--- config.mk ---
export PLATFORM = sky130hd
export DESIGN_NAME = lcd_cmd_seq
export DESIGN_NICKNAME = d
export VERILOG_FILES = /design/src/rtl/lcd_cmd_seq.sv
export SDC_FILE = /design/constraint.sdc
export NUM_CORES = 1
export LEC_CHECK = 0
export ABC_AREA = 1
export BUFFER_PORTS_ARGS = -buffer_cell sky130_fd_sc_hd__buf_2
export CORE_MARGIN = 2
export CORE_UTILIZATION = 25
export DETAILED_ROUTE_END_ITERATION = 8
export PLACE_DENSITY = 0.38
export SETUP_SLACK_MARGIN = 0.3
export SLEW_MARGIN = 20
export SYNTH_ARGS = -nofsm -noshare
export SYNTH_HDL_FRONTEND = slang
export SYNTH_SLANG_ARGS = --single-unit
--- constraint.sdc ---
create_clock -name clk -period 1.6 [get_ports clk]
set_input_delay 0.16 -clock clk [delete_from_list [all_inputs] [get_ports clk]]
set_output_delay 0.16 -clock clk [all_outputs]
set_load 0.01 [all_outputs]
--- src/rtl/lcd_cmd_seq.sv ---
// lcd_cmd_seq: FIFO-fed command sequencer for the LCD controller cmd/cmd_valid port.
// Optional busy/done timeout enabled by defining LCD_SEQ_TMO_EN.
module lcd_cmd_seq #(
   parameter int DEPTH = 8,
   parameter int TMO   = 16
) (
   input  logic       clk,
   input  logic       reset,
   input  logic       push,
   input  logic [3:0] push_cmd,
   output logic       full,
   output logic       empty,
   output logic       ovf,
   output logic [3:0] cmd,
   output logic       cmd_valid,
   input  logic       busy,
   input  logic       done,
   output logic [7:0] issued,
   output logic       seq_done,
   output logic       err
);
   localparam int AW = $clog2(DEPTH);
   localparam int CW = AW + 1;

   typedef enum logic [2:0] {WAIT_RDY, ISSUE, WAIT_ACK, WAIT_DONE, FINISH} state_t;

   if (DEPTH < 2 || DEPTH > 16 || (DEPTH & (DEPTH - 1)) != 0 || TMO < 1) begin : g_bad_param
      $error("lcd_cmd_seq: bad DEPTH or TMO");
   end

   state_t st, nxt;
   logic [3:0] mem [DEPTH];
   logic [AW-1:0] wr_ptr, rd_ptr;
   logic [CW-1:0] count;
   logic [3:0] head;
   logic pop, push_ok, tmo_hit;

   assign head    = mem[rd_ptr];
   assign full    = count == CW'(DEPTH);
   assign empty   = count == '0;
   assign pop     = st == ISSUE;
   assign push_ok = push && !seq_done && (!full || pop);

   // FIFO storage; the head is read combinationally while in ISSUE
   always_ff @(posedge clk) begin
      if (push_ok) mem[wr_ptr] <= push_cmd;
   end

   // FIFO pointers, occupancy and sticky overflow
   always_ff @(posedge clk or posedge reset) begin
      if (reset) begin
         wr_ptr <= '0;
         rd_ptr <= '0;
         count  <= '0;
         ovf    <= 1'b0;
      end else begin
         if (push_ok) wr_ptr <= wr_ptr + AW'(1);
         if (pop) rd_ptr <= rd_ptr + AW'(1);
         count <= count + CW'(push_ok) - CW'(pop);
         if (push && full && !pop) ovf <= 1'b1;
      end
   end

`ifdef LCD_SEQ_TMO_EN
   localparam int TW = $clog2(16 * TMO) + 1;
   logic [TW-1:0] tmo_cnt;
   logic err_q;
   assign err = err_q;

   // wait counter runs only while parked in WAIT_ACK or WAIT_DONE
   always_ff @(posedge clk or posedge reset) begin
      if (reset) begin
         tmo_cnt <= '0;
         err_q   <= 1'b0;
      end else begin
         tmo_cnt <= (st == nxt && (st == WAIT_ACK || st == WAIT_DONE)) ? tmo_cnt + TW'(1) : '0;
         if (tmo_hit) err_q <= 1'b1;
      end
   end
`else
   assign err = 1'b0;
`endif

   // next-state logic
   always_comb begin
      nxt     = st;
      tmo_hit = 1'b0;
      case (st)
         WAIT_RDY:  nxt = (!empty && !busy) ? ISSUE : WAIT_RDY;
         ISSUE:     nxt = (head == 4'd0) ? WAIT_DONE : WAIT_ACK;
         WAIT_ACK:  nxt = busy ? WAIT_RDY : WAIT_ACK;
         WAIT_DONE: nxt = done ? FINISH : WAIT_DONE;
         default:   nxt = FINISH;
      endcase
`ifdef LCD_SEQ_TMO_EN
      if (st == WAIT_ACK && !busy && tmo_cnt == TW'(TMO - 1)) begin
         nxt     = WAIT_RDY;
         tmo_hit = 1'b1;
      end
      if (st == WAIT_DONE && !done && tmo_cnt == TW'(16 * TMO - 1)) begin
         nxt     = FINISH;
         tmo_hit = 1'b1;
      end
`endif
   end

   // state register with registered cmd/cmd_valid so cmd is zero whenever not issuing
   always_ff @(posedge clk or posedge reset) begin
      if (reset) begin
         st        <= WAIT_RDY;
         cmd       <= 4'd0;
         cmd_valid <= 1'b0;
         issued    <= 8'd0;
         seq_done  <= 1'b0;
      end else begin
         st        <= nxt;
         cmd_valid <= nxt == ISSUE;
         cmd       <= (nxt == ISSUE) ? head : 4'd0;
         if (st == ISSUE && issued != 8'hFF) issued <= issued + 8'd1;
         if (st == WAIT_DONE && done) seq_done <= 1'b1;
      end
   end
endmodule
# == Yosys cells after proc, flatten, opt, wreduce, memory -nomap -nowiden ==
# Memories as Yosys holds them, arrays and structs flattened.
# Cells that the tools add are included.
# op_classes
n_addsub,5
eq_ne,6
muxes,8
n_reduce_logical,16
# ops
operator,n
$pmux W3 S4,1
$add A8 B1 Y8 const B,1
$logic_not A4 Y1,2
$ne A8 B8 Y1 const B,1
$logic_and A1 B1 Y1,7
$add A3 B1 Y3 const B,2
$eq A3 B1 Y1 const B,2
$eq A3 B2 Y1 const B,2
$logic_not A1 Y1,5
$add A4 B1 Y4,1
$eq A4 B4 Y1 const B,1
$mux W1,4
$mux W4,1
$sub A4 B1 Y4,1
$logic_not A3 Y1,1
$mux W3,1
$mux W2,1
$logic_or A1 B1 Y1,1
# word_totals
regBits,28
ram_bits,32
input_bits,9
output_inout_bits,18
word_cells,45
memories,1
# mem_list
memory,depth,width,read_ports,rd_clocked_by_memory_dff,wr,line_no,rtl
mem,8,4,1,0,1,32,logic [3:0] mem [DEPTH];

# == Logic depth before layout (Yosys ltp) ==
# Gate-level depths: netlist (run 1).
# logic_depth
depth_word,7
depth_mapped,11
mapped_depth_nobuf,10

# == Worst setup path before layout (run 1) ==
# Ideal clock, no wire load.
# synth_path
kind,register to register
startpoint,register count[2]
endpoint,register count[1]
setup_ps,64
arrival_ps,1748
required_ps,1536
path_slack_ps,-212
path_stages_with_launch,11
n_path_buf,0
period_less_slack_ps,1812
cell_sequence,dfrtp_1 > inv_1 > ha_1 > nor3b_2 > nand2_2 > nand3_1 > nand2_1 > ha_1 > inv_1 > fa_1 > inv_1
# synth_between
elab_chain_cells,6
# synth_lines
item,line_no,rtl
"start, declared",34,logic [CW-1:0] count;
"start signal, assigned",59,count <= count + CW'(push_ok) - CW'(pop);
$eq A4 B4 Y1,39,assign full = count == CW'(DEPTH);
via full,11,"output logic full,"
$logic_not A1 Y1,42,assign push_ok = push && !seq_done && (!full || pop);
$logic_or A1 B1 Y1,42,
$logic_and A1 B1 Y1,42,
$add A4 B1 Y4,59,
$sub A4 B1 Y4,59,
# The timed path passes the listed nets, and every way through them passes these cells.
# A chain may end at the register's enable or synchronous reset.

# == Worst setup path after layout (run 1) ==
# layout_path
startpoint,register count[3]
endpoint,register count[2]
# layout_between
elab_chain_cells,6
# layout_lines
item,line_no
$eq A4 B4 Y1,39
$logic_not A1 Y1,42
$logic_or A1 B1 Y1,42
$logic_and A1 B1 Y1,42
$add A4 B1 Y4,59
$sub A4 B1 Y4,59
# No other way between the ends.

==> results of run 1 <==
## worst max-delay path: stages (launching register included)
cell and delay [ps]:
dfrtp_1 410, ha_4 160, nor3b_4 150, nand2_2 80, nand3_2 70, nand2_2 90
ha_4 130, inv_2 30, fa_1 390, xnor2_1 130
## timing repair
item | CTS | global route
gates resized for setup | 49 | 33
hold buffers | 1 | 0
pin swaps | 14 | 14
cloned | 2 | 0
setup endpoints to repair | 54 | 57
setup buffers | 13 | 7
hold endpoints to repair | 28 | 0
## flip-flops by register name, indices dropped and copies added, names as in the netlist
signal	count
wr_ptr	3
ovf	1
cmd	4
mem	32
rd_ptr	3
issued	8
count	4
st	3
seq_done	1
cmd_valid	1
## per-stage QoR
stage          setup slack [ps]  power (W)
6_report                   -138    0.00339
5_1_grt                    -219    0.00356
4_1_cts                   -91.1    0.00340
3_5_place_dp               -151    0.00200
3_3_place_gp               -150    0.00200
2_1_floorplan              -129    0.00190
## final cells by class
cell class | count | area [sq um]
Inverter | 36 | 168
Timing Repair inverter | 1 | 7.51
Tap cell | 140 | 175
Fill cell | 1114 | 6850
Multi-Input combinational cell | 165 | 1260
Clock buffer | 14 | 173
Sequential cell | 60 | 1660
Timing Repair Buffer | 72 | 536
Clock inverter | 2 | 10.0
## cells in the mapped netlist
master	instances
or2_2	1
nand2b_1	1
nor2_2	7
inv_6	1
nand3_2	2
fa_1	1
buf_2	1
nor3_1	12
dfrtp_1	28
nand4_1	1
xnor2_1	3
nor2_1	11
o21ai_0	6
nor3b_2	1
o211ai_1	1
buf_6	3
xor2_1	9
inv_1	32
nand3_1	9
nor3b_1	1
inv_2	2
nand2_1	63
buf_12	1
inv_4	1
o21ai_1	8
o21ai_2	1
buf_4	1
nor4_1	1
nand2_2	10
o21bai_1	1
conb_1	1
ha_1	8
edfxtp_1	32
a21oi_1	5
## per-layer routing
layer  up-vias  routed length (um)  global-route usage, %  part of all wire (%)
met4         0                  87                   5.15                   1.5
met5         -                   0                      0                     0
met2        21                3000                   17.7                    50
met1       940                2690                   14.2                    45
met3         6                 172                   2.90                   2.9
li1       1015                   -                      -                     -
## placed cells by master (no fill, tap or decap), types with 5 or more instances in the layout
master and count:
buf_2 24, buf_4 34, buf_6 12, clkbuf_8 12, dfrtp_1 28, edfxtp_1 32
inv_1 29, nand2_1 57, nand2_2 11, nand3_1 5, nor2_1 6, nor2_2 10
nor3_4 8, o21ai_1 9, o21ai_2 5, xor2_1 8
## logic make-up (layout without fill, tap and decap cells)
group           after synthesis  in the layout  share of synthesized area [%]
xor+xnor                     12             12                           3.79
simple gates                120            121                           20.0
buf+inv                      42            125                           7.54
other cells                   1              1                          0.135
compound gates               22             22                           4.29
fa+ha+maj                     9              9                           4.33
flops                        60             60                           59.9
## final timing paths
check / cells after the start / from / endpoint / slack [ps]
worst max register to register: 9 / count[3]$_DFF_PP0_ / count[2]$_DFF_PP0_ / -140
worst max-delay path: 9 / count[3]$_DFF_PP0_ / count[2]$_DFF_PP0_ / -140
worst min register to register: 1 / ovf$_DFFE_PP0P_ / ovf$_DFFE_PP0P_ / 470
min in group asynchronous: 4 / reset / issued[2]$_DFFE_PP0P_ / 450
worst min-delay path: 1 / push_cmd[1] / mem[2][1]$_DFFE_PP_ / 120
max in group asynchronous: 4 / reset / wr_ptr[1]$_DFFE_PP0P_ / 870
## power by group through the flow
stage / sequential, W / combinational (W) / clock (W)
finish: 0.00170 / 0.000444 / 0.00125
global route: 0.00170 / 0.000492 / 0.00138
CTS: 0.00169 / 0.000408 / 0.00130
detailed placement: 0.00172 / 0.000284 / 0
global placement: 0.00172 / 0.000283 / 0
floorplan: 0.00173 / 0.000175 / 0
==> metrics, run 1 <==
outcome=finished, violations left; violated checks=setup timing; Non-Filler Instances=490; VDD IR max=410 uV; largest net degree at the start of global routing=29; DR iter-0 viols=43; fin nets=363; DR pass1 iterations=4; die height=109 um; # diodes=0; RSZ-0062 raised after global routing=true; GRT Util Overall=11.1%; #FFs+latches synth=60; Sw Ratio=23.2%; cell count after placement=451; setup ws final=-138 ps; clk slew on worst S/H paths=70 ps; Port Buffers=25; crit share post-route=109%; Worst Hold Class=input pin to flop; clk_lat worst skew=330 ps; TritonCTS clock tree=done; synth top area cells=edfxtp_1, dfrtp_1, nand2_1; # setup viols final=35; wirelength, routed=5.95 mm; Final Max Slew Viols=0; share of the synthesized area in the top cell type=34.7%; Final ANT Viol Nets=0; htree depth=3; register area share after synthesis=59.9%; setup tns final=-2100 ps; Startpoint Class=flop; f_max=575 MHz; cell area after placement=3270 sq um; Ys Warns=0; initial core utilization=25.6%; vias post-DR=1982; critical path type=flop to flop; clock skew=13.1 ps; utilization after layout=36.9%; first-pass GRT wire length=9.87 mm; Synth Net Count=284; initial antenna violation count=0; Hold Slack=119 ps; switching power=0.000787 W; clock sink count=60; Int Power=0.00260 W; grt total ovfl=0; Mapped Area=2770 sq um; Num CTS Buffers=9; DRC=0; Period minus WS final=1740 ps; PwrDens=848 nW/um^2; CP max FO=2; CTS Root Cell=clkbuf_8; maxcap violations=0; clock buffer depth=2; Row Count=38; clock power share=36.9%; post-synth top area cell=edfxtp_1; cell area after layout=4000 sq um; Hold Vio Cnt, Final=0; sequential power share=50.0%; critical path capture point type=flop; Die X=109 um; num ports=27; DP HPWL=4.18 mm; Logic pwr share=13.1%; Critical Path RT=1820 ps; vias in the first global route=1987; DR WL/cell=12.1 um; layout cells sized above 1=44.9%; die area=11900 sq um; syn_area_per_cell=10.4 sq um; cell count after synthesis=266; number of vias per cell=4.04; leak pwr=1.76 nW; core area=10800 sq um; Area growth syn-to-layout=44.1%; WP data arrival=1960 ps; Final GP Congestion=0.675; Synth cell types=34
Note: power is estimated with default switching activity, not from simulation.
==> inputs of run 2 (changes only) <==
Settings changed: TNS_END_PERCENT set to 1.
==> run 2 against run 1 <==
The run still ends with setup timing left. Clock-buffer cell count shrank 4. Sequential cell count unchanged. Clock power is 29% higher. Clock skew is 4.4 ps lower. Maximum frequency grew 2.3%. Sequential power about the same. Combinational power is 28% lower. Utilization fell by 2.6 points.
==> metrics, run 2 (synthesized netlist as in run 1, its figures left out) <==
clk slew on worst S/H paths=60 ps (was 70 ps); crit share post-route=106% (was 109%); Hold Vio Cnt, Final=0 (unchanged); most common cell after layout, fill and taps aside=nand2_1 (unchanged); TritonCTS clock tree=done (unchanged); setup tns final=-113 ps (was -2100 ps); GRT Util Overall=11.1% (about the same); RSZ-0062 raised after global routing=true (unchanged); DP HPWL=4.24 mm (was 4.18 mm); violated checks=setup timing (unchanged); largest net degree at the start of global routing=29 (unchanged); f_max=588 MHz (was 575 MHz); total power=0.00363 W (was 0.00339 W); wirelength, routed=5.87 mm (was 5.95 mm); vias in the first global route=1912 (was 1987); critical path capture point type=flop (unchanged); clock sink count=60 (unchanged); number of vias per cell=4.10 (was 4.04); setup ws final=-99.4 ps (was -138 ps); first-pass GRT wire length=9.77 mm (was 9.87 mm); layout cells sized above 1=41.6% (was 44.9%); Hold Slack=101 ps (was 119 ps); initial core utilization=25.6% (unchanged); Final ANT Viol Nets=0 (unchanged); clock skew=8.76 ps (was 13.1 ps); DR iter-0 viols=49 (was 43); DR WL/cell=12.4 um (was 12.1 um); core area=10800 sq um (unchanged); Fillers=1114 (unchanged); Startpoint Class=flop (unchanged); Port Buffers=25 (unchanged); CP max FO=2 (unchanged); Area growth syn-to-layout=33.8% (was 44.1%); die height=109 um (unchanged); critical path type=flop to flop (unchanged); # setup viols final=2 (was 35); Critical Path RT=1830 ps (was 1820 ps); WP data arrival=1930 ps (was 1960 ps); Biggest register=mem (unchanged); outcome=finished, violations left (unchanged); cell area after placement=3230 sq um (was 3270 sq um); cell area after layout=3710 sq um (was 4000 sq um); Row Count=38 (unchanged); Regs by FF count=mem (32), issued (8) (unchanged); grt total ovfl=0 (unchanged); CTS Root Cell=clkbuf_8 (unchanged); # diodes=0 (unchanged); die area=11900 sq um (unchanged); vias post-DR=1936 (was 1982); Final GP Congestion=0.741 (was 0.675); Worst Hold Class=input pin to flop (unchanged); flip-flop count of the largest register after layout=32 (unchanged); leak pwr=1.56 nW (was 1.76 nW); num ports=27 (unchanged); maxcap violations=0 (unchanged); fin nets=345 (was 363); Die X=109 um (unchanged); htree depth=3 (unchanged); initial antenna violation count=0 (unchanged); most frequent cells in the layout=nand2_1, edfxtp_1, buf_4 (was nand2_1, buf_4, edfxtp_1); VDD IR max=394 uV (was 410 uV); DRC=0 (unchanged); Num CTS Buffers=9 (unchanged); clk_lat worst skew=340 ps (was 330 ps); Final Max Slew Viols=0 (unchanged); DR pass1 iterations=4 (unchanged); Period minus WS final=1700 ps (was 1740 ps); clock buffer depth=2 (unchanged); PwrDens=977 nW/um^2 (was 848 nW/um^2)
[run 2: through the flow]
stage	setup slack (ps)	std cells	util, %
finish	-99.4	472	34.2
global route	-212	472	34.2
CTS	-121	471	33.1
detailed placement	-130	453	29.8
global placement	-123	453	29.8
floorplan	-129	266	-
[run 2: power by group]
part | leakage, nW | internal (W) | total [W] | switching, W
Clock | 0.115 | 0.00102 | 0.00161 | 0.000593
Sequential | 0.635 | 0.00167 | 0.00169 | 0.0000199
Combinational | 0.813 | 0.000172 | 0.000320 | 0.000148
[run 2: repair_timing]
| action | 4_1_cts | 5_1_grt |
|---|---|---|
| endpoints found under the hold margin | 28 | 0 |
| pin swaps | 16 | 12 |
| setup buffers | 1 | 1 |
| endpoints found under the setup margin | 53 | 56 |
| hold buffers | 1 | 0 |
| resized for setup | 30 | 31 |
[run 2: final cells by class]
| cell class | count | area, sq um | area share [%] |
|---|---|---|---|
| Sequential cell | 60 | 1670 | 44.9 |
| Multi-Input combinational cell | 164 | 1110 | 30.0 |
| Timing Repair Buffer | 56 | 368 | 9.92 |
| Tap cell | 140 | 175 | 4.72 |
| Inverter | 36 | 158 | 4.25 |
| Clock buffer | 10 | 128 | 3.44 |
| Clock inverter | 6 | 103 | 2.77 |
[run 2: critical path, cell delays in order (launching register included)]
cell	delay, ps
dfrtp_1	380
ha_2	160
nor3b_4	140
nand2_2	70
nand3_2	60
nand2_2	80
ha_4	130
inv_2	30
fa_2	520
inv_2	30
[run 2: worst paths after layout]
| check | start | end | slack, ps | cells past startpoint |
|---|---|---|---|---|
| min reg2reg | ovf$_DFFE_PP0P_ | ovf$_DFFE_PP0P_ | 490 | 1 |
| max | count[3]$_DFF_PP0_ | count[1]$_DFF_PP0_ | -100 | 9 |
| min | push | ovf$_DFFE_PP0P_ | 100 | 3 |
| min in group asynchronous | reset | cmd_valid$_DFF_PP0_ | 430 | 4 |
| max reg2reg | count[3]$_DFF_PP0_ | count[1]$_DFF_PP0_ | -100 | 9 |
| max in group asynchronous | reset | rd_ptr[0]$_DFFE_PP0P_ | 880 | 4 |
[run 2: layer usage]
layer	track usage, %	part of all wire [%]	vias to the layer above
met5	0	0	-
met4	4.61	1.3	0
met3	3.44	3.7	5
met2	17.6	48	25
met1	14.0	47	918
li1	-	-	988
==> inputs of run 3 (changes only) <==
--- a/constraint.sdc
+++ b/constraint.sdc
@@ -3,2 +3,2 @@
 set_output_delay 0.16 -clock clk [all_outputs]
-set_load 0.01 [all_outputs]
+set_load 0.02 [all_outputs]
==> run 3 against run 2 <==
The flow still finishes with violations (setup timing). Maximum frequency is 1.3% lower. Total power down 1.4%. Non-clock buffer count shrank 2. Cell area fell by 0.74%. Cell count is 0.42% lower.
==> metrics, run 3 (synthesized netlist as in run 1, its figures left out) <==
outcome=finished, violations left (unchanged); violated checks=setup timing (unchanged); WP data arrival=1960 ps (was 1930 ps); layout cells sized above 1=39.4% (was 41.6%); Die X=109 um (unchanged); Crit path largest cell delay=500 ps (was 520 ps); htree depth=3 (unchanged); Int Power=0.00279 W (was 0.00286 W); Worst Hold Class=input pin to flop (unchanged); leak pwr=1.59 nW (was 1.56 nW); most common cell after layout, fill and taps aside=nand2_1 (unchanged); clk_lat worst skew=340 ps (about the same); die height=109 um (unchanged); Port Buffers=25 (unchanged); worst flop-to-flop path startpoint=count[3]$_DFF_PP0_ (unchanged); num ports=27 (unchanged); first-pass GRT wire length=9.75 mm (was 9.77 mm); Non-Filler Instances=470 (was 472); clock power share=43.1% (was 44.5%); Num CTS Buffers=9 (unchanged); PwrDens=971 nW/um^2 (was 977 nW/um^2); sequential power share=47.3% (was 46.6%); Slowest cell on crit path=fa_2 (unchanged); RSZ-0062 raised after global routing=true (unchanged); cell area after layout=3680 sq um (was 3710 sq um); Startpoint Class=flop (unchanged); most frequent cells in the layout=nand2_1, edfxtp_1, inv_1 (was nand2_1, edfxtp_1, buf_4); Multi-input gate area=1090 sq um (was 1110 sq um); clock buffer depth=2 (unchanged); initial core utilization=25.6% (unchanged); wirelength, routed=5.81 mm (was 5.87 mm); largest net degree at the start of global routing=29 (unchanged); Hold Vio Cnt, Final=0 (unchanged); flip-flop count of the largest register after layout=32 (unchanged); Regs by FF count=mem (32), issued (8) (unchanged); grt total ovfl=0 (unchanged); # diodes=0 (unchanged); Setup crit start=count[3]$_DFF_PP0_ (unchanged); die area=11900 sq um (unchanged); setup ws final=-123 ps (was -99.4 ps); Top cell by count, worst path=nand2_2; cell area after placement=3230 sq um (about the same); DR WL/cell=12.4 um (about the same); Logic pwr share=9.6% (was 8.8%); CTS Root Cell=clkbuf_8 (unchanged); clock sink count=60 (unchanged); crit-path cells=ha_2 -> nor3b_4 -> nand2_2 -> nand3_2 -> nand2_2 -> ha_4 -> inv_2 -> fa_2 -> inv_1 (was ha_2 -> nor3b_4 -> nand2_2 -> nand3_2 -> nand2_2 -> ha_4 -> inv_2 -> fa_2 -> inv_2); total power=0.00357 W (was 0.00363 W); maxcap violations=0 (unchanged); f_max=581 MHz (was 588 MHz); Biggest register=mem (unchanged); core area=10800 sq um (unchanged); Area growth syn-to-layout=32.8% (was 33.8%); number of vias per cell=4.13 (was 4.10); critical path capture point type=flop (unchanged); DRC=0 (unchanged); register area=1660 sq um (was 1670 sq um); initial antenna violation count=0 (unchanged); Final GP Congestion=0.727 (was 0.741); CP max FO=2 (unchanged); Period minus WS final=1720 ps (was 1700 ps); vias in the first global route=1969 (was 1912); Fillers=1155 (was 1114); clock skew=9.14 ps (was 8.76 ps); Hold Slack=98.6 ps (was 101 ps); Final Max Slew Viols=0 (unchanged); Critical Path RT=1830 ps (about the same); Row Count=38 (unchanged); hold_sp=push (unchanged); clk slew on worst S/H paths=70 ps (was 60 ps); crit share post-route=108% (was 106%); DR iter-0 viols=94 (was 49); switching power=0.000780 W (was 0.000760 W); vias post-DR=1939 (was 1936); Sw Ratio=21.8% (was 21.0%); Final ANT Viol Nets=0 (unchanged); DR pass1 iterations=4 (unchanged); fin nets=343 (was 345); critical path type=flop to flop (unchanged); VDD IR max=435 uV (was 394 uV); # setup viols final=35 (was 2); cell count after placement=451 (was 453); setup tns final=-1280 ps (was -113 ps); GRT Util Overall=10.9% (was 11.1%); DP HPWL=4.09 mm (was 4.24 mm); TritonCTS clock tree=done (unchanged)
run 3: changes by cell type in the layout (fill, tap and decap cells not counted), sizes merged:
cell / previous run / this run
buf: 55 / 53
clkbuf: 10 / 11
clkinv: 4 / 3
inv: 35 / 36
bufinv: 3 / 2
run 3: what timing repair did:
action | 4_1_cts | 5_1_grt
resized for setup | 27 | 26
hold endpoints to repair | 28 | 0
pin swaps | 16 | 13
buffers inserted | 1 | 1
setup endpoints to repair | 53 | 56
hold buffers | 1 | 0
run 3: stage by stage:
stage                     setup slack, ps  util (%)
after floorplan                      -219         -
after global placement               -126      29.8
after detailed placement             -133      29.8
after CTS                            -127      32.9
after global routing                 -211      34.0
final                                -123      34.0
run 3: path summary, 6_finish.rpt:
| path | endpoint | slack, ps | depth (start not counted) |
|---|---|---|---|
| setup / recovery | count[1]$_DFF_PP0_ | -120 | 9 |
| hold / removal | ovf$_DFFE_PP0P_ | 100 | 3 |
| setup reg to reg | count[1]$_DFF_PP0_ | -120 | 9 |
| hold reg to reg | ovf$_DFFE_PP0P_ | 490 | 1 |
| max in group asynchronous | issued[0]$_DFFE_PP0P_ | 850 | 4 |
| min in group asynchronous | wr_ptr[1]$_DFFE_PP0P_ | 450 | 4 |
run 3: area by class of cell:
type                    count  share of cell area (%)
clock inverters             5                    2.01
repair buffers             54                    10.1
inverters                  36                    4.15
well taps                 140                    4.76
flip-flops and latches     60                    45.2
clock buffers              11                    4.11
multi-input cells         164                    29.7
run 3: critical path, delay by kind of cell (launching register included):
family                   cells  cell delay (ps)
adder cells (fa/ha/maj)      3              800
buffers and inverters        2               60
flip-flops                   1              380
AND/OR/NAND/NOR              4              380
run 3: power groups by stage:
stage	Clock, W	Sequential [W]	Combinational, W
6_report	0.00154	0.00169	0.000344
3_5_place_dp	0	0.00172	0.000296
4_1_cts	0.00160	0.00169	0.000326
2_1_floorplan	0	0.00173	0.000181
3_3_place_gp	0	0.00172	0.000295
5_1_grt	0.00168	0.00170	0.000393
run 3: per-layer routing:
| metal | routed length (um) | GRT usage (%) | part of all wire (%) | vias to the layer above |
|---|---|---|---|---|
| li1 | - | - | - | 974 |
| met1 | 2660 | 13.5 | 46 | 926 |
| met2 | 2870 | 17.6 | 49 | 32 |
| met3 | 166 | 2.90 | 2.9 | 7 |
| met4 | 112 | 5.42 | 1.9 | 0 |
| met5 | 0 | 0 | 0 | - |
